<file path="src/rtl/data_stream_buffer.sv">
// -----------------------------------------------------------------------------
// data_stream_buffer
//
// Multi-channel stream buffer. Each beat carries CHANNELS lanes of DATA_WIDTH
// bits, with channel 0 in the LSBs. Up to DEPTH beats are stored. They are
// presented in order on a first-word-fall-through output. MODE selects
// backpressure (0) or drop-on-full (1) on the input side.
//
// Optional feature macro: DATA_STREAM_BUFFER_PEAK_EN
//   When defined, the peak_level port and its tracking register are present.
//
// Ports:
//   clk           in   single clock, rising edge
//   reset         in   synchronous, active-high
//   input_data    in   write beat (CHANNELS*DATA_WIDTH)
//   input_valid   in   producer has a beat
//   input_ready   out  buffer accepts a beat
//   output_data   out  head-of-buffer beat
//   output_valid  out  output_data valid
//   output_ready  in   consumer takes the beat
//   level         out  beats stored
//   almost_full   out  level >= ALMOST_FULL_LEVEL
//   drop_count    out  beats discarded while full (MODE 1), saturating
//   clear_stats   in   synchronous clear of drop_count / peak_level
//   peak_level    out  maximum level since reset/clear (macro only)
// -----------------------------------------------------------------------------
module data_stream_buffer #(
    parameter int DATA_WIDTH        = 16,
    parameter int CHANNELS          = 4,
    parameter int DEPTH             = 8,
    parameter int ALMOST_FULL_LEVEL = 6,
    parameter int MODE              = 0,
    localparam int LW               = $clog2(DEPTH + 1),
    localparam int BW               = CHANNELS * DATA_WIDTH
) (
    input  logic          clk,
    input  logic          reset,
    input  logic [BW-1:0] input_data,
    input  logic          input_valid,
    output logic          input_ready,
    output logic [BW-1:0] output_data,
    output logic          output_valid,
    input  logic          output_ready,
    output logic [LW-1:0] level,
    output logic          almost_full,
    output logic [15:0]   drop_count,
    input  logic          clear_stats
`ifdef DATA_STREAM_BUFFER_PEAK_EN
    ,
    output logic [LW-1:0] peak_level
`endif
);

    localparam int PW = (DEPTH > 1) ? $clog2(DEPTH) : 1;

    logic [BW-1:0] mem_r [DEPTH];
    logic [PW-1:0] wr_ptr_r;
    logic [PW-1:0] rd_ptr_r;
    logic [LW-1:0] level_r;
    logic [LW-1:0] level_next_s;
    logic          input_ready_r;
    logic          output_valid_r;
    logic          almost_full_r;
    logic [15:0]   drop_count_r;
    logic          push_s;
    logic          pop_s;
    logic          drop_s;
    logic          full_s;

    // Pointer increment with wrap from DEPTH-1 back to 0 (DEPTH need not be 2^n).
    function automatic logic [PW-1:0] ptr_inc(input logic [PW-1:0] p);
        logic [PW-1:0] r;
        if (p == PW'(DEPTH - 1)) begin
            r = {PW{1'b0}};
        end else begin
            r = p + PW'(1);
        end
        return r;
    endfunction

    // Handshake decode and next occupancy.
    always_comb begin
        full_s = (level_r == LW'(DEPTH));
        pop_s  = output_valid_r & output_ready;
        if (MODE == 1) begin
            // Full with a simultaneous pop frees the head slot, so the beat fits.
            push_s = input_valid & (~full_s | pop_s);
            drop_s = input_valid & full_s & ~pop_s;
        end else begin
            // input_ready is a register, so no output_ready -> input_ready path.
            push_s = input_valid & input_ready_r;
            drop_s = 1'b0;
        end
        case ({push_s, pop_s})
            2'b10:   level_next_s = level_r + LW'(1);
            2'b01:   level_next_s = level_r - LW'(1);
            default: level_next_s = level_r;
        endcase
    end

    // Control state: pointers, occupancy, status flags and drop statistics.
    always_ff @(posedge clk) begin
        if (reset) begin
            wr_ptr_r       <= {PW{1'b0}};
            rd_ptr_r       <= {PW{1'b0}};
            level_r        <= {LW{1'b0}};
            input_ready_r  <= 1'b1;
            output_valid_r <= 1'b0;
            almost_full_r  <= 1'b0;
            drop_count_r   <= 16'h0000;
        end else begin
            if (push_s) begin
                wr_ptr_r <= ptr_inc(wr_ptr_r);
            end else begin
                wr_ptr_r <= wr_ptr_r;
            end
            if (pop_s) begin
                rd_ptr_r <= ptr_inc(rd_ptr_r);
            end else begin
                rd_ptr_r <= rd_ptr_r;
            end
            level_r        <= level_next_s;
            output_valid_r <= (level_next_s != {LW{1'b0}});
            almost_full_r  <= (level_next_s >= LW'(ALMOST_FULL_LEVEL));
            if (MODE == 1) begin
                input_ready_r <= 1'b1;
            end else begin
                input_ready_r <= (level_next_s != LW'(DEPTH));
            end
            // Clear wins over a same-cycle drop.
            if (clear_stats) begin
                drop_count_r <= 16'h0000;
            end else if (drop_s && (drop_count_r != 16'hFFFF)) begin
                drop_count_r <= drop_count_r + 16'h0001;
            end else begin
                drop_count_r <= drop_count_r;
            end
        end
    end

    // Beat storage; data is not reset, occupancy alone decides validity.
    always_ff @(posedge clk) begin
        if (push_s) begin
            mem_r[wr_ptr_r] <= input_data;
        end
    end

`ifdef DATA_STREAM_BUFFER_PEAK_EN
    logic [LW-1:0] peak_r;

    // Peak occupancy tracker; clear restarts it from the current occupancy.
    always_ff @(posedge clk) begin
        if (reset) begin
            peak_r <= {LW{1'b0}};
        end else if (clear_stats) begin
            peak_r <= level_next_s;
        end else if (level_next_s > peak_r) begin
            peak_r <= level_next_s;
        end else begin
            peak_r <= peak_r;
        end
    end

    assign peak_level = peak_r;
`endif

    assign input_ready  = input_ready_r;
    assign output_valid = output_valid_r;
    assign level        = level_r;
    assign almost_full  = almost_full_r;
    assign drop_count   = drop_count_r;
    // Head entry only changes on a pop, so it holds while stalled.
    assign output_data  = mem_r[rd_ptr_r];

endmodule

</file>
<file path="config.mk">
export PLATFORM = sky130hd
export DESIGN_NAME = data_stream_buffer
export DESIGN_NICKNAME = d
export VERILOG_FILES = /design/src/rtl/data_stream_buffer.sv
export SDC_FILE = /design/constraint.sdc
export NUM_CORES = 1
export LEC_CHECK = 0
export BUFFER_PORTS_ARGS = -buffer_cell sky130_fd_sc_hd__buf_4
export CORE_MARGIN = 2
export CORE_UTILIZATION = 30
export DETAILED_ROUTE_END_ITERATION = 16
export PLACE_DENSITY_LB_ADDON = 0.3
export SLEW_MARGIN = 30
export SYNTH_ARGS = -nofsm -noshare
export SYNTH_HDL_FRONTEND = slang
export SYNTH_SLANG_ARGS = --single-unit
</file>
<file path="constraint.sdc">
create_clock -name clk -period 9.45 [get_ports clk]
set_clock_uncertainty 0.2 [all_clocks]
set_input_delay 0 -clock clk [delete_from_list [all_inputs] [get_ports clk]]
set_output_delay 0 -clock clk [all_outputs]
set_load 0.05 [all_outputs]
</file>
Word level (Yosys, flattened, before mapping)
Memories as Yosys holds them, arrays and structs flattened. A register that Yosys moved wholly into a read port is not among the register bits.
Index checks and enable logic that the tools add are counted.
{"block": "word_totals", "reg_bits": 13, "mem_bits_rw": 512, "inputBits": 69, "out_inout_bits": 87, "wordCells": 27, "n_memories": 1}
{"block": "op_classes", "add_sub_neg": 4, "order_cmp": 1, "eq_ne": 5, "n_mux": 7, "bitwise": 2, "n_reduce_logical": 1}
{"name": "mem_r", "words": 8, "word_bits": 64, "rd": 1, "rd_clocked_by_memory_dff": 1, "write_ports": 1, "line": "56", "rtl": "logic [BW-1:0] mem_r [DEPTH];"}
{"operator": "$mux W3", "n": 4}
{"operator": "$pmux W4 S2", "n": 1}
{"operator": "$add A3 B1 Y3 const B", "n": 2}
{"operator": "$eq A3 B3 Y1 const B", "n": 2}
{"operator": "$add A4 B1 Y4 const B", "n": 1}
{"operator": "$ge A4 B3 Y1 const B", "n": 1}
{"operator": "$ne A4 B4 Y1 const B", "n": 1}
{"operator": "$reduce_bool A4 Y1", "n": 1}
{"operator": "$sub A4 B1 Y4 const B", "n": 1}
{"operator": "$and A1 B1 Y1", "n": 2}
{"operator": "$eq A2 B1 Y1 const B", "n": 1}
{"operator": "$eq A2 B2 Y1 const B", "n": 1}
{"operator": "$mux W1", "n": 2}

Longest topological paths before layout
Gate-level depths: netlist of the first run.
{"block": "depth", "ltp_word": 4, "depth_mapped": 12, "mapped_depth_nobuf": 10}

Worst setup path after synthesis of the first run
OpenSTA, ideal clock, no wires.
{"block": "synth_timing", "path_type": "reg-to-reg", "start": "reg input_ready_r (netlist: input_ready)", "end": "mem mem_r[0][0] (netlist bit), enable pin", "setup_time_ns": 0.644, "arrival_time_ns": 7.294, "required_ns": 8.606, "setup_slack_ns": 1.313, "stages_incl_launch_ff": 6, "path_buffers": 2, "synth_period_minus_slack_ns": 8.137, "path_cell_list": "dfxtp_1 -> and2_1 -> clkbuf_2 -> inv_1 -> clkbuf_1 -> nor4_1"}
{"block": "synth_via", "elab_chain_cells": 3}
{"item": "start, declared", "line": "61", "rtl": "logic input_ready_r;"}
{"item": "start signal, assigned", "line": "128", "rtl": "input_ready_r <= (level_next_s != LW'(DEPTH));"}
{"item": "$and A1 B1 Y1", "line": "91", "rtl": "push_s = input_valid & input_ready_r;"}
{"item": "$mux W1", "line": "143", "rtl": "if (push_s) begin"}
{"item": "$mux W1 (not written as such)", "line": "144", "rtl": "mem_r[wr_ptr_r] <= input_data;"}
{"item": "end, declared", "line": "56"}
No other way between the ends.

==> results of run 1 <==
-- where the power goes --
group	switching (mW)	total (mW)	internal (mW)
clock	0.874	2.14	1.27
sequential	0.0356	2.68	2.64
combinational	0.515	0.879	0.364
-- cell families (layout without fill, tap and decap cells) --
group	after synthesis	in the layout	share of synthesized area (%)
other	1	17	0.0187
DFF	528	528	78.1
buffers and inverters	59	396	1.89
xor gates and xnor gates	4	4	0.174
AOI/OAI and AO/OA	16	16	0.504
adders and majority gates	6	6	0.373
and+or+nand+nor	42	42	0.952
muxes	194	194	18.0
-- per-stage QoR --
step,cell area (um2),instances
after floorplan,20200,865
after global placement,22100,1833
after detailed placement,22200,1834
after CTS,25300,2066
after global routing,25300,2067
final,25300,2067
-- registers in the layout (all words and copies together), names as in the netlist, named ones only --
register,count
almost_full,1
mem_r,512
level,4
rd_ptr_r,3
input_ready,1
output_valid,1
wr_ptr_r,3
-- path summary, 6_finish.rpt --
path | from | endpoint | cells after the start
max | register | output_data[63] | 5
min | input_data[22] | mem_r[6][22] | 2
max reg2reg | input_ready | mem_r[0][43] | 5
min reg2reg | rd_ptr_r[2] | rd_ptr_r[2] | 2
-- metal layers --
metal / track usage, % / up-vias
met5: 0 / -
met4: 3.64 / 0
met1: 16.6 / 5044
met2: 21.5 / 172
li1: - / 4179
met3: 2.24 / 67
-- layout make-up --
class                      instances  share of cell area [%]
sequential                       528                    62.1
inverter                           4                  0.0594
clock buffer                      72                    6.03
clock inverter                    29                    1.10
multi-input combinational        278                    16.4
timing repair buffer             291                    10.0
antenna                            1                 0.00990
tap                              864                    4.28
-- cell usage in the layout (no fill, tap or decap), drive strengths merged, types with 2 or more instances in the layout --
| master | instances |
|---|---|
| nand2b | 3 |
| dlygate4sd3 | 131 |
| inv | 6 |
| edfxtp | 512 |
| bufinv | 5 |
| nor3 | 8 |
| ha | 6 |
| nand2 | 13 |
| mux2 | 65 |
| xnor2 | 3 |
| clkbuf | 72 |
| nor2 | 11 |
| buf | 160 |
| clkinv | 21 |
| a21oi | 9 |
| mux4 | 128 |
| a31oi | 2 |
| dfxtp | 16 |
| nor2b | 2 |
| conb | 16 |
-- worst max-delay path, delay by kind of cell, from the launching register on --
kind / cells / cell delay [ns]
flops: 1 / 0.59
mux: 2 / 0.91
buf+inv: 3 / 1.06
-- repair_timing --
| item | CTS | global route |
|---|---|---|
| resized for setup | 0 | 0 |
| endpoints found under the hold margin | 528 | 0 |
| endpoints found under the setup margin | 0 | 0 |
| hold buffers | 131 | 0 |
==> results_tabular.tex, run 1 <==
\begin{tabular}{lr}
\hline
Metric & Value \\
\hline
\multicolumn{2}{l}{\textbf{GRT}} \\
Initial antenna violation count & 1 \\
Largest net degree at the start of global routing & 59 \\
Overall Global Routing Usage & 12.6\% \\
Global-route wire length before repair & 65600 um \\
Total overflow reported by the global router & 0 \\
Vias in the first global route & 10400 \\
\multicolumn{2}{l}{\textbf{Critical path}} \\
Reg2Reg Setup Slack & 6.04 ns \\
Critical path data required time & 9.25 ns \\
CP max-delay cell & sky130\_fd\_sc\_hd\_\_dfxtp\_4 \\
Crit-path max cell delay & 0.59 ns \\
Critical path data arrival time & 3.24 ns \\
Critical path capture point type & output pin \\
Category of the critical setup timing path & reg2out \\
Crit-path cells & buf\_16 > buf\_6 > mux4\_2 > mux2\_2 > buf\_4 \\
Kind of start point of the critical path & register \\
Top fanout value on the critical path & 46 \\
\multicolumn{2}{l}{\textbf{Floorplanning}} \\
Floorplan core area & 66100 um2 \\
Die outline area & 69100 um2 \\
Number of core rows & 94 \\
Die Span X & 263 um \\
Effective utilization at floorplan & 30.4\% \\
Die Height & 263 um \\
Boundary pin count & 156 \\
\multicolumn{2}{l}{\textbf{Route}} \\
DR DRC count & 0 \\
Routed length on met2 & 21700 um \\
Vias per std cell & 4.58 \\
Uppermost layer routed & met4 \\
Overall via count from detail\_route & 9462 \\
Wire length on met3 & 1630 um \\
Final antenna-violating net count & 0 \\
Number of iterations in the first detailed-routing pass & 4 \\
Total Routed Length & 43400 um \\
Length of routed wiring on met1 & 19200 um \\
Routed WL per cell & 21.0 um \\
First-iteration detailed-routing DRC count & 569 \\
\multicolumn{2}{l}{\textbf{Power and ir drop}} \\
Power Total & 5.70 mW \\
IR Drop Worst-Case VDD & 0.175 mV \\
Power density cells & 225 nW/um2 \\
Static Leakage & 8.14 nW \\
\multicolumn{2}{l}{\textbf{Logic synthesis}} \\
Synth top area share & 76.5\% \\
Most frequent cell after synthesis & sky130\_fd\_sc\_hd\_\_edfxtp\_1 \\
Average instance area after synthesis & 23.7 um2 \\
Cells after Synth & 850 \\
Most frequent cells after synthesis & sky130\_fd\_sc\_hd\_\_edfxtp\_1 (512), sky130\_fd\_sc\_hd\_\_mux4\_2 (128), sky130\_fd\_sc\_hd\_\_mux2\_2 (65) \\
Number of synthesized flops with an enable pin & 512 \\
Sequential cell area fraction in the yosys report & 78.1\% \\
Syn. warnings & 0 \\
Ranking of synthesized cells by area & sky130\_fd\_sc\_hd\_\_edfxtp\_1 (76\%), sky130\_fd\_sc\_hd\_\_mux4\_2 (14\%), sky130\_fd\_sc\_hd\_\_mux2\_2 (3.6\%) \\
Area leader, netlist & sky130\_fd\_sc\_hd\_\_edfxtp\_1 \\
Synth cell types & 33 \\
Most common flop cell mapped by yosys & sky130\_fd\_sc\_hd\_\_edfxtp\_1 \\
Synth Cell Area & 20100 um2 \\
Register bit count reported by yosys & 528 \\
Fraction of registers with async set/reset & 0\% \\
\multicolumn{2}{l}{\textbf{Status}} \\
Outcome & complete, no violations \\
\multicolumn{2}{l}{\textbf{CTS}} \\
Total CTS buffers & 57 \\
CTS tree & yes \\
H-tree Lvls & 2 \\
Clk buf depth & 3 \\
CTS root buffer & sky130\_fd\_sc\_hd\_\_clkbuf\_16 \\
Clock-pin transition on the worst setup and hold timing paths & 0.06 ns \\
Number of setup buffers added after CTS & 0 \\
Clock network latency to the later pin of the worst-skew pair & 0.60 ns \\
Sink Count & 528 \\
\multicolumn{2}{l}{\textbf{Placement}} \\
Worst slack, placed & 5.89 ns \\
Port Buffer Count & 138 \\
Gp weighted congestion & 0.670 \\
Post-detailed-placement half-perimeter wirelength & 21900 um \\
\multicolumn{2}{l}{\textbf{Layout}} \\
Final core utilization & 38.3\% \\
Count of fill cells added during filler insertion & 5993 \\
Area added between synthesis and finish & 25.7\% \\
Area taken by multi-input logic gates & 4140 um2 \\
Register area & 15700 um2 \\
Layout cell share with drive strength beyond 1 & 36.9\% \\
Net count of the finished layout & 1235 \\
\multicolumn{2}{l}{\textbf{Timing}} \\
Worst Setup Slack, final & 6.01 ns \\
Final hold violation count & 0 \\
Smallest hold slack & 0.0435 ns \\
Final Max Tran Viols & 0 \\
RSZ-0062 raised after global routing & no \\
Crit share post-route & 36.4\% \\
Final setup violating endpoints & 0 \\
Sum of negative setup slack & 0 ns \\
Min Clock Period, post-route & 3.44 ns \\
Tightest Pin Transition & 0.951 ns \\
Max-slew headroom & 36.6\% \\
Maximum clock rate & 291 MHz \\
\multicolumn{2}{l}{\textbf{Min path}} \\
Class of the tightest hold or removal check & in2reg \\
\multicolumn{2}{l}{\textbf{Flow run}} \\
Max-cap check violation count & 0 \\
\hline
\end{tabular}
Power figures use the tool's default switching activity.
==> run 2: changes to the inputs <==
Clock period 9.45 ns to 3 ns, I/O delays scaled along.
==> results_tabular.tex, run 2 (synthesized netlist as in run 1, its figures left out) <==
\begin{tabular}{lr}
\hline
Metric & Value \\
\hline
\multicolumn{2}{l}{\textbf{Layout}} \\
Register area & 15700 um2 \\
Layout cell share with drive strength beyond 1 & 37.6\% \\
Final Instance Count excl. Fillers & 2075 \\
Area taken by multi-input logic gates & 4170 um2 \\
Antenna cells & 0 \\
Number of flip-flops under the largest register name & 512 \\
Net count of the finished layout & 1245 \\
Count of fill cells added during filler insertion & 5958 \\
Area added between synthesis and finish & 27.9\% \\
Leading cell type in the layout, fill and taps excluded & sky130\_fd\_sc\_hd\_\_edfxtp\_1 \\
Largest Register & mem\_r \\
Leading cell types in the layout, fill and taps excluded & sky130\_fd\_sc\_hd\_\_edfxtp\_1 (512), sky130\_fd\_sc\_hd\_\_buf\_4 (148), sky130\_fd\_sc\_hd\_\_dlygate4sd3\_1 (132) \\
\multicolumn{2}{l}{\textbf{GRT}} \\
Total overflow reported by the global router & 0 \\
Overall Global Routing Usage & 12.3\% \\
Vias in the first global route & 10500 \\
Global-route wire length before repair & 64100 um \\
Largest net degree at the start of global routing & 65 \\
Initial antenna violation count & 1 \\
Met2 GRT Util & 20.7\% \\
Fraction of met1 tracks used by global routing & 16.2\% \\
Met3 Resource Use GR & 2.36\% \\
Busiest layer in global routing & met2 \\
\multicolumn{2}{l}{\textbf{Min path}} \\
Startpoint of the worst hold path & input\_data[51] \\
Class of the tightest hold or removal check & in2reg \\
\multicolumn{2}{l}{\textbf{Timing}} \\
Smallest hold slack & 0.0349 ns \\
Max-slew headroom & 65.3\% \\
RSZ-0062 raised after global routing & no \\
Crit share post-route & 93.4\% \\
Final setup violating endpoints & 0 \\
Final hold violation count & 0 \\
Tightest Pin Transition & 0.521 ns \\
Min Clock Period, post-route & 2.80 ns \\
Final Max Tran Viols & 0 \\
Maximum clock rate & 357 MHz \\
\multicolumn{2}{l}{\textbf{Floorplanning}} \\
Number of core rows & 94 \\
Die Span X & 263 um \\
Die outline area & 69100 um2 \\
Boundary pin count & 156 \\
Effective utilization at floorplan & 30.4\% \\
Floorplan core area & 66100 um2 \\
Die Height & 263 um \\
\multicolumn{2}{l}{\textbf{Critical path}} \\
Category of the critical setup timing path & reg2out \\
CP max-delay cell & sky130\_fd\_sc\_hd\_\_dfxtp\_4 \\
Worst R2R Start & output\_valid \\
Cell seen most often among critical-path stages & sky130\_fd\_sc\_hd\_\_buf\_4 \\
Critical path data arrival time & 2.60 ns \\
Critical path capture point type & output pin \\
Crit-path max cell delay & 0.52 ns \\
Top fanout value on the critical path & 20 \\
Crit-path cells & buf\_12 > buf\_4 > mux4\_2 > mux2\_2 > buf\_4 \\
Critical path data required time & 2.80 ns \\
Kind of start point of the critical path & register \\
\multicolumn{2}{l}{\textbf{Route}} \\
Routed WL per cell & 20.4 um \\
Overall via count from detail\_route & 9442 \\
First-iteration detailed-routing DRC count & 555 \\
DR DRC count & 0 \\
Vias per std cell & 4.55 \\
Final antenna-violating net count & 0 \\
Number of iterations in the first detailed-routing pass & 4 \\
Total Routed Length & 42300 um \\
\multicolumn{2}{l}{\textbf{Power and ir drop}} \\
Fraction of power spent switching nets & 24.6\% \\
IR Drop Worst-Case VDD & 0.453 mV \\
Power density cells & 716 nW/um2 \\
Clk network pwr share & 38.6\% \\
Power Total & 18.4 mW \\
Static Leakage & 8.27 nW \\
P\_sw & 4.53 mW \\
Combinational Power Share & 15.6\% \\
Internal power consumption & 13.9 mW \\
Fraction of power consumed by sequential logic & 45.8\% \\
\multicolumn{2}{l}{\textbf{CTS}} \\
H-tree Lvls & 2 \\
Clock-pin transition on the worst setup and hold timing paths & 0.06 ns \\
Sink Count & 528 \\
Number of setup buffers added after CTS & 0 \\
Clk buf depth & 3 \\
Clock network latency to the later pin of the worst-skew pair & 0.59 ns \\
CTS tree & yes \\
Total CTS buffers & 57 \\
CTS root buffer & sky130\_fd\_sc\_hd\_\_clkbuf\_16 \\
\multicolumn{2}{l}{\textbf{Status}} \\
Outcome & complete, no violations \\
\multicolumn{2}{l}{\textbf{Placement}} \\
Instance count after placement with tap cells included & 1843 \\
Gp weighted congestion & 0.693 \\
Port Buffer Count & 138 \\
Post-detailed-placement half-perimeter wirelength & 21500 um \\
\multicolumn{2}{l}{\textbf{Flow run}} \\
Max-cap check violation count & 0 \\
\hline
\end{tabular}
run 2: cell types whose count changed in the layout (fill, tap and decap cells not counted), moves of 3 or more:
cell                        change
sky130_fd_sc_hd__clkinv_2       -3
sky130_fd_sc_hd__buf_12        +20
sky130_fd_sc_hd__nor3_2         -4
sky130_fd_sc_hd__buf_4          -9
sky130_fd_sc_hd__bufinv_16      +4
sky130_fd_sc_hd__nor3_4         +4
run 2: final timing paths:
| path | slack [ns] | cells after the start | end |
|---|---|---|---|
| setup / recovery | 0.20 | 5 | output_data[44] |
| hold / removal | 0.03 | 2 | mem_r[4][51] |
| setup reg to reg | 0.67 | 10 | output_valid |
| hold reg to reg | 0.29 | 2 | register |
run 2: repair_timing:
item / in CTS / in global routing
endpoints found under the hold margin: 528 / 0
setup endpoints to repair: 0 / 2
hold buffers: 132 / 0
gates resized for setup: 0 / 1
run 2: worst max-delay path, delay by kind of cell, from the launching register on:
| family | cells | cell delay [ns] |
|---|---|---|
| buf+inv | 3 | 0.67 |
| mux | 2 | 0.79 |
| flops | 1 | 0.52 |
run 2: power by group through the flow:
stage          Sequential (mW)  Combinational (mW)  Clock [mW]
6_report                  8.43                2.87        7.12
5_1_grt                   8.45                3.05        7.60
4_1_cts                   8.43                2.93        7.33
3_5_place_dp              8.59                2.79           0
3_3_place_gp              8.57                2.77           0
2_1_floorplan             8.63                1.92           0
run 2: layout make-up:
| cell class | instances | share of cell area, % |
|---|---|---|
| Tap cell | 864 | 4.20 |
| Clock buffer | 70 | 5.90 |
| Timing Repair Buffer | 301 | 11.1 |
| Clock inverter | 30 | 1.47 |
| Multi-Input combinational cell | 278 | 16.2 |
| Sequential cell | 528 | 61.1 |
| Inverter | 4 | 0.0681 |
run 2: metal layers:
| metal | wire length, um | part of all wire, % |
|---|---|---|
| met4 | 800 | 1.9 |
| met5 | 13 | 0.031 |
| met2 | 21100 | 50 |
| met3 | 1650 | 3.9 |
| met1 | 18700 | 44 |
run 2: stage by stage:
step           setup WS [ns]  TNS (ns)  utilization [%]  instance area (um2)
5_1_grt               0.0368         0             38.9                25700
3_3_place_gp           0.667         0             34.0                22500
3_5_place_dp           0.678         0             34.0                22500
2_1_floorplan         -0.644    -63.20                -                20300
6_report               0.197         0             38.9                25700
4_1_cts               0.0506         0             38.9                25700
